--- config.mk ---
export PLATFORM = sky130hd
export DESIGN_NAME = shift_add_mul_ctrl
export DESIGN_NICKNAME = d
export VERILOG_FILES = /design/src/rtl/shift_add_mul_ctrl_pkg.sv /design/src/rtl/cla_add.sv /design/src/rtl/shift_add_mul_ctrl.sv
export SDC_FILE = /design/constraint.sdc
export NUM_CORES = 1
export LEC_CHECK = 0
export BUFFER_PORTS_ARGS = -buffer_cell sky130_fd_sc_hd__buf_2
export CAP_MARGIN = 10
export CORE_ASPECT_RATIO = 0.9
export CORE_MARGIN = 2
export CORE_UTILIZATION = 47
export DETAILED_ROUTE_END_ITERATION = 8
export GPL_TIMING_DRIVEN = 0
export MAX_ROUTING_LAYER = met4
export PLACE_DENSITY = 0.69
export SLEW_MARGIN = 10
export SYNTH_ARGS = -nofsm -noshare
export SYNTH_HDL_FRONTEND = slang
export SYNTH_HIERARCHICAL = 1
export SYNTH_SLANG_ARGS = --single-unit
export TNS_END_PERCENT = 5
--- constraint.sdc ---
create_clock -name clk -period 3.8 [get_ports clk]
set_input_delay 0.57 -clock clk [delete_from_list [all_inputs] [get_ports clk]]
set_output_delay 0.57 -clock clk [all_outputs]
set_load 0.03 [all_outputs]
--- src/rtl/shift_add_mul_ctrl_pkg.sv ---
// Shared definitions for the shift-add multiplier: controller state encodings
// and the default operand width.
package shift_add_mul_ctrl_pkg;

    localparam int DEFAULT_WIDTH = 32;

    typedef enum logic [1:0] {
        ST_IDLE = 2'd0,
        ST_EXEC = 2'd1,
        ST_DONE = 2'd2
    } state_t;

endpackage

--- src/rtl/cla_add.sv ---
// WIDTH-bit carry-lookahead adder made of 4-bit lookahead groups; each group
// produces its internal carries and group carry-out directly from generate/propagate terms.
module cla_add #(
    parameter int WIDTH = 32
) (
    input  logic [WIDTH-1:0] a,
    input  logic [WIDTH-1:0] b,
    input  logic             ci,
    output logic [WIDTH-1:0] sum,
    output logic             co
);
    localparam int NG = WIDTH / 4;

    logic [WIDTH-1:0] g;
    logic [WIDTH-1:0] p;
    logic [WIDTH-1:0] c;
    logic [NG:0]      gc;

    assign g     = a & b;
    assign p     = a ^ b;
    assign gc[0] = ci;

    for (genvar k = 0; k < NG; k++) begin : grp
        localparam int B = 4 * k;
        assign c[B]   = gc[k];
        assign c[B+1] = g[B] | (p[B] & gc[k]);
        assign c[B+2] = g[B+1] | (p[B+1] & g[B]) | (p[B+1] & p[B] & gc[k]);
        assign c[B+3] = g[B+2] | (p[B+2] & g[B+1]) | (p[B+2] & p[B+1] & g[B])
                      | (p[B+2] & p[B+1] & p[B] & gc[k]);
        assign gc[k+1] = g[B+3] | (p[B+3] & g[B+2]) | (p[B+3] & p[B+2] & g[B+1])
                       | (p[B+3] & p[B+2] & p[B+1] & g[B])
                       | (p[B+3] & p[B+2] & p[B+1] & p[B] & gc[k]);
    end

    assign sum = p ^ c;
    assign co  = gc[NG];

endmodule

--- src/rtl/shift_add_mul_ctrl.sv ---
// Sequential unsigned radix-2 shift-add multiplier: one conditional add and
// one right shift of {C,A,Q} per cycle for WIDTH cycles, then holds {A,Q}.
module shift_add_mul_ctrl
    import shift_add_mul_ctrl_pkg::*;
#(
    parameter int WIDTH = DEFAULT_WIDTH
) (
    input  logic               clk,
    input  logic               reset,
    input  logic               op_start,
    input  logic               op_clear,
    input  logic [WIDTH-1:0]   multiplicand,
    input  logic [WIDTH-1:0]   multiplier,
    output logic               busy,
    output logic               op_done,
    output logic [2*WIDTH-1:0] result,
    output logic [1:0]         dbg_state
);
    localparam int CNT_W = (WIDTH > 1) ? $clog2(WIDTH) : 1;
    localparam logic [CNT_W-1:0] LAST = CNT_W'(WIDTH - 1);

    // Handshake: op_start is accepted only in IDLE or DONE (not with op_clear
    // in DONE); op_done is a level held in DONE until op_clear or a new start.
    state_t           state_q, state_d;
    logic             capture, step, clear;
    logic [WIDTH-1:0] a_q, q_q, m_q;
    logic [CNT_W-1:0] count_q;
    logic [WIDTH-1:0] add_sum;
    logic             add_co;
    logic [WIDTH-1:0] a_next;
    logic             c_next;

    cla_add #(.WIDTH(WIDTH)) u_add (
        .a   (a_q),
        .b   (m_q),
        .ci  (1'b0),
        .sum (add_sum),
        .co  (add_co)
    );

    always_ff @(posedge clk) begin
        if (reset) state_q <= ST_IDLE;
        else       state_q <= state_d;
    end

    always_comb begin
        state_d = state_q;
        capture = 1'b0;
        step    = 1'b0;
        clear   = 1'b0;
        case (state_q)
            ST_IDLE: begin
                if (op_start) begin
                    capture = 1'b1;
                    state_d = ST_EXEC;
                end
            end
            ST_EXEC: begin
                step = 1'b1;
                if (count_q == LAST) state_d = ST_DONE;
            end
            ST_DONE: begin
                if (op_clear) begin
                    clear   = 1'b1;
                    state_d = ST_IDLE;
                end else if (op_start) begin
                    capture = 1'b1;
                    state_d = ST_EXEC;
                end
            end
            default: state_d = ST_IDLE;
        endcase
    end

    // The carry C exists only between the add and the shift: it is shifted
    // into the A MSB in the same cycle, so the stored C would always be zero.
    assign a_next = q_q[0] ? add_sum : a_q;
    assign c_next = q_q[0] & add_co;

    always_ff @(posedge clk) begin
        if (reset) begin
            a_q     <= '0;
            q_q     <= '0;
            m_q     <= '0;
            count_q <= '0;
        end else if (capture) begin
            a_q     <= '0;
            q_q     <= multiplier;
            m_q     <= multiplicand;
            count_q <= '0;
        end else if (step) begin
            a_q     <= {c_next, a_next[WIDTH-1:1]};
            q_q     <= {a_next[0], q_q[WIDTH-1:1]};
            count_q <= count_q + 1'b1;
        end else if (clear) begin
            a_q <= '0;
            q_q <= '0;
        end
    end

    assign busy      = (state_q == ST_EXEC);
    assign op_done   = (state_q == ST_DONE);
    assign result    = {a_q, q_q};
    assign dbg_state = state_q;

endmodule

==> results.json, run 1 <==
{
  "p_leak_nw": 3.252,
  "maxCapViolCount": 0,
  "grt_pass1_vias": 5765,
  "layout_common_cells": "161 x buf_2, 103 x dfxtp_1, 76 x nand2_1",
  "seqPwrFrac_pct": 43.7,
  "hold_viol": 0,
  "p_total_mw": 2.674,
  "clkLatencyLatePin_ns": 0.36,
  "p_per_area_nw_per_um2": 359.3,
  "grt_overflow": 0,
  "gp_congestion": 0.9154,
  "die_h_um": 113.2,
  "p_int_mw": 1.935,
  "dr.pass1.iters": 5,
  "synthDistinctLibCells": 58,
  "area_growth_pct": 19.58,
  "synth_edf_count": 0,
  "relSlewSlack_pct": 58.73,
  "syn_area_um2": 6223,
  "die_w_um": 125.3,
  "async_reset_ff_share_pct": 0,
  "required_ns": 4.05,
  "wl_um": 17640,
  "critPathMaxFanout": 4,
  "nFillCells": 1146,
  "fmax_ghz": 0.3173,
  "netlist_instances": 716,
  "core_um2": 12830,
  "final.setup_skew_ns": 0.01096,
  "clkPwrFrac_pct": 39.4,
  "critical_path_class": "reg2reg",
  "rsz0062_at_grt": "false",
  "post-route-min-period_ns": 3.152,
  "critPathCaptureType": "flip-flop",
  "cts_setup_buffers": 0,
  "fin_nets": 973,
  "viasPerCell": 5.826,
  "vdd_drop_max_mv": 0.2075,
  "root_buffer": "clkbuf_16",
  "grt_pass1_wl_um": 28840,
  "hpwl_um": 13090,
  "ctsResizeCount": 0,
  "antenna_cells": 0,
  "fp-row-count": 39,
  "drive_above_1_share_pct": 32.53,
  "worstMarginPinSlew_ns": 0.6190,
  "synth_seq_cells": 103,
  "avgSynthCellArea_um2": 8.692,
  "hold_class": "in2reg",
  "ys.flop_type": "dfxtp_1",
  "drcViolationCount": 0,
  "cts_hold_buf": 0,
  "gr-usage-all-layers_pct": 25.63,
  "portBuffers": 134,
  "ioPinCount": 136,
  "final_common_cell": "buf_2",
  "antenna_found_initial": 0,
  "ant_nets": 0,
  "status": "finished clean",
  "slew_violations": 0,
  "p_sw_uw": 739.6,
  "setup_viol": 0,
  "start_util_pct": 48.49,
  "swShare_pct": 27.66,
  "drt_iter0_markers": 374,
  "via_count": 6007,
  "fin_crit_sh_pct": 82.94,
  "ys_warn_count": 6,
  "dieArea_um2": 14180,
  "crit_path_start_kind": "flip-flop",
  "grt_max_degree": 17,
  "cts.htree.levels": 3,
  "fin_tns_setup_ns": 0,
  "worstPathArrival_ns": 3.41,
  "wire_per_inst_um": 17.11,
  "clk_pin_slew_ns": 0.07,
  "cts.path.max_buffers": 2,
  "cts_tree": "built",
  "cts_buffers": 9,
  "ys_seq_area_share_pct": 33.13,
  "clkSinkCount": 103,
  "combPwrFrac_pct": 16.9
}
[flip-flops by register name (all words and copies together) (netlist names)]
| signal | flops |
|---|---|
| dbg_state | 2 |
| m_q | 32 |
| q_q | 32 |
| count_q | 5 |
| a_q | 32 |
[cells in the mapped netlist, types with 3 or more instances]
master	n	area, um2
buf_2	27	135.1
ha_1	34	425.4
o21bai_1	3	22.52
mux2_2	32	360.4
buf_4	11	82.58
a21oi_2	31	271.5
o21ai_1	5	25.02
nand4_1	33	206.5
nor2_2	3	18.77
a31oi_1	33	206.5
a21o_1	10	75.07
dfxtp_1	103	2062
xnor2_1	12	105.1
fa_1	8	160.2
o21ai_0	35	175.2
nand2_1	76	285.3
a211oi_2	3	37.54
nor2_1	11	41.29
a21oi_1	56	280.3
nor2b_1	3	18.77
inv_1	7	26.28
buf_6	9	101.4
nand3_1	69	345.3
nand3b_1	3	22.52
xor2_1	13	113.9
clkbuf_1	17	63.81
o211ai_1	31	232.7
nand2b_1	3	18.77
[layout make-up]
type / instances / area, um2 / share of cell area (%)
well taps: 164 / 205.2 / 2.757
flip-flops and latches: 103 / 2062 / 27.71
clock inverters: 6 / 110.1 / 1.479
clock buffers: 9 / 225.2 / 3.026
repair buffers: 134 / 670.6 / 9.011
multi-input cells: 540 / 3741 / 50.27
plain buffers: 66 / 392.9 / 5.279
inverters: 9 / 35.03 / 0.4707
[power groups by stage]
stage / clock network (mW) / logic (mW) / registers [mW]
final: 1.05 / 0.451 / 1.17
after CTS: 1.07 / 0.449 / 1.17
after detailed placement: 0 / 0.446 / 1.19
after floorplan: 0 / 0.256 / 1.24
after global placement: 0 / 0.436 / 1.19
after global routing: 1.11 / 0.493 / 1.17
[worst max-delay path: stages (launching register included)]
cell and delay (ns):
dfxtp_1 0.35, ha_1 0.37, a21oi_2 0.16, o21ai_1 0.12, a2111o_1 0.43, a211oi_4 0.33
or2_2 0.20, o21ai_0 0.11, fa_1 0.41, xor2_1 0.17, mux2_2 0.26, nand2_1 0.08
a21oi_2 0.05
[layer usage]
layer | wire length (um) | part of all wire [%] | global-route usage, % | up-vias
li1 | - | - | - | 2904
met1 | 8288 | 47 | 33.98 | 2893
met2 | 8065 | 46 | 39.93 | 190
met3 | 1048 | 5.9 | 5.485 | 20
met4 | 241 | 1.4 | 6.889 | 0
met5 | 0 | 0 | - | -
[cells by family (layout without fill, tap and decap cells)]
family	count (synthesis)	count (layout)	synth area share (%)
adder cells (fa/ha/maj)	42	42	9.409
XOR/XNOR	25	25	3.518
AO/OA/AOI/OAI	223	223	24.00
AND/OR/NAND/NOR	215	215	17.21
other	1	3	0.06026
flip-flops	103	103	33.13
buffers and inverters	75	224	6.876
multiplexers	32	32	5.790
[final timing paths]
path / start / cells past startpoint / slack [ns] / end
worst max-delay path: a_q[17] / 12 / 0.65 / a_q[24]
worst min-delay path: multiplicand[0] / 3 / 0.46 / m_q[0]
worst max register to register: a_q[17] / 12 / 0.65 / a_q[24]
worst min register to register: count_q[4] / 2 / 0.49 / count_q[4]
[stage by stage]
step,std cells,hold WS [ns],cell area [um2],util (%),setup WS [ns]
3_5_place_dp,1016,0.4695,7107,55.38,0.6769
2_1_floorplan,718,0.4527,6231,-,0.7969
4_1_cts,1031,0.4540,7442,57.99,0.6654
6_report,1031,0.4619,7442,57.99,0.6482
3_3_place_gp,1016,0.4614,7107,55.38,0.7621
5_1_grt,1031,0.4693,7442,57.99,0.5229
(Power assumes the default switching activity.)
==> run 2, diff against run 1 <==
==> constraint.sdc (replaced) <==
create_clock -name clk -period 3.2 [get_ports clk]
set_input_delay 0.48 -clock clk [delete_from_list [all_inputs] [get_ports clk]]
set_output_delay 0.48 -clock clk [all_outputs]
set_load 0.03 [all_outputs]
==> run 2 against run 1 <==
Via count increased by 0.35%. Cell area is 0.66% higher. Hold slack lost 0.090 ns. Clock-buffer cell count unchanged. Fmax rose by 2.7%. Non-clock buffer count is 2 higher. Largest cell class unchanged.
==> results.json, run 2 (synthesis results as in run 1) <==
{
  "fin_nets": 975,
  "p_per_area_nw_per_um2": 424.6,
  "seqPwrFrac_pct": 43.6,
  "rr_worst_depth": 12,
  "cts.htree.levels": 3,
  "cts.path.max_buffers": 2,
  "reg2reg_to": "a_q[24]",
  "worstPathArrival_ns": 3.33,
  "drive_above_1_share_pct": 33.26,
  "path_buf_inv": 0,
  "p_total_mw": 3.181,
  "slew_violations": 0,
  "layout.cells.non_filler": 1033,
  "die_w_um": 125.3,
  "die_h_um": 113.2,
  "regToRegStartpoint": "a_q[18]",
  "post-route-min-period_ns": 3.069,
  "critPathMaxFanout": 4,
  "hold_viol": 0,
  "fin_tns_setup_ns": 0,
  "cts_hold_buf": 0,
  "ant_nets": 0,
  "slowest_stage": "a2111o_1",
  "grt_pass1_wl_um": 28840,
  "clkLatencyLatePin_ns": 0.36,
  "min_path_cells": 3,
  "p_int_mw": 2.299,
  "ff2ff_setup_slack_ns": 0.13,
  "cp_top_family": "compound AO/OA/AOI/OAI gates",
  "antenna_cells": 0,
  "root_buffer": "clkbuf_16",
  "clk_pin_slew_ns": 0.07,
  "clkPwrFrac_pct": 39.4,
  "fin_ws_ns": 0.1313,
  "combPwrFrac_pct": 16.9,
  "dieArea_um2": 14180,
  "gp_congestion": 0.9154,
  "crit_path_start_kind": "flip-flop",
  "p_leak_nw": 3.258,
  "required_ns": 3.46,
  "grt_overflow": 0,
  "pre_cts_ws_ns": 0.07685,
  "via_count": 6028,
  "status": "finished clean",
  "fmax_ghz": 0.3259,
  "dr.pass1.iters": 4,
  "holdPathEnd": "m_q[0]",
  "drcViolationCount": 0,
  "multiInputGateArea_um2": 3772,
  "crit_chain": "ha_1, nand2_1, o21ai_1, a2111o_1, a211oi_4, or2_4, o21ai_0, fa_1, xor2_1, mux2_2, nand2_1, a21oi_2",
  "layout_common_cells": "161 x buf_2, 101 x dfxtp_1, 76 x nand2_1",
  "swShare_pct": 27.72,
  "placed_cells": 1016,
  "path_common_cell": "nand2_1",
  "nFillCells": 1139,
  "viasPerCell": 5.835,
  "hpwl_um": 13090,
  "antenna_found_initial": 0,
  "area_growth_pct": 20.37,
  "vdd_drop_max_mv": 0.2490,
  "min_from": "multiplicand[0]",
  "ioPinCount": 136,
  "worstMarginPinSlew_ns": 0.6043,
  "max_stage_delay_ns": 0.44,
  "final_common_cell": "buf_2",
  "critical_path_class": "reg2reg",
  "hold_class": "in2reg",
  "wire_per_inst_um": 17.08,
  "core_um2": 12830,
  "fin_crit_sh_pct": 95.90,
  "start_util_pct": 48.49,
  "reg.largest.list": "a_q: 32 flops, m_q: 32 flops, q_q: 32 flops",
  "grt_pass1_vias": 5765,
  "setup_viol": 0,
  "cts_buffers": 9,
  "maxCapViolCount": 0,
  "cts_tree": "built",
  "clkSinkCount": 103,
  "critPathCaptureType": "flip-flop",
  "p_sw_uw": 881.7,
  "final.setup_skew_ns": 0.01185,
  "grt_max_degree": 17,
  "wl_um": 17640,
  "fp-row-count": 39,
  "drt_iter0_markers": 423,
  "portBuffers": 134,
  "ff_latch_area_um2": 2064,
  "gr-usage-all-layers_pct": 25.63,
  "relSlewSlack_pct": 59.72
}
-- run 2: cell count changes in the layout (fill, tap and decap cells not counted), sizes merged --
| cell | delta |
|---|---|
| buf | +2 |
-- run 2: stage by stage --
stage,hold slack (ns),area (um2),utilization (%)
after floorplan,0.4527,6231,-
after global placement,0.4614,7107,55.38
after detailed placement,0.4695,7107,55.38
after CTS,0.3640,7442,57.99
after global routing,0.3793,7491,58.37
final,0.3714,7491,58.37
-- run 2: worst max path at each step --
stage | from | to | slack [ns] | cells after the start
final | a_q[18] | a_q[24] | 0.13 | 12
after detailed placement | a_q[17] | a_q[24] | 0.08 | 12
after global placement | a_q[17] | a_q[24] | 0.16 | 12
after floorplan | a_q[17] | a_q[24] | 0.20 | 12
after CTS | a_q[17] | a_q[24] | 0.07 | 12
after global routing | a_q[13] | a_q[24] | -0.009 | 12
-- run 2: timing repair --
action,CTS,global route
setup endpoints to repair,0,2
endpoints found under the hold margin,0,0
gates resized for setup,0,6
buffers inserted,0,2
-- run 2: power groups by stage --
stage,Sequential [mW],Clock [mW],Combinational [mW]
after detailed placement,1.41,0,0.530
after CTS,1.39,1.27,0.533
after floorplan,1.47,0,0.304
after global routing,1.39,1.32,0.587
after global placement,1.41,0,0.518
final,1.39,1.25,0.538
-- run 2: cell type report --
| type | instances | share of cell area [%] |
|---|---|---|
| Timing Repair Buffer | 136 | 9.153 |
| Tap cell | 164 | 2.739 |
| Clock buffer | 9 | 3.007 |
| Sequential cell | 103 | 27.56 |
| Inverter | 9 | 0.4677 |
| Buffer | 66 | 5.245 |
| Multi-Input combinational cell | 540 | 50.36 |
| Clock inverter | 6 | 1.470 |
-- run 2: worst min-delay path: stages --
cell and delay, ns:
buf_2 0.09, nand3_1 0.05, a21oi_1 0.05
-- run 2: per-layer routing --
layer / GRT usage, % / vias up / part of all wire (%)
met5: - / - / 0
met4: 6.889 / 0 / 1.5
met3: 5.485 / 23 / 6.0
met2: 39.93 / 177 / 46
met1: 33.98 / 2915 / 47
li1: - / 2913 / -
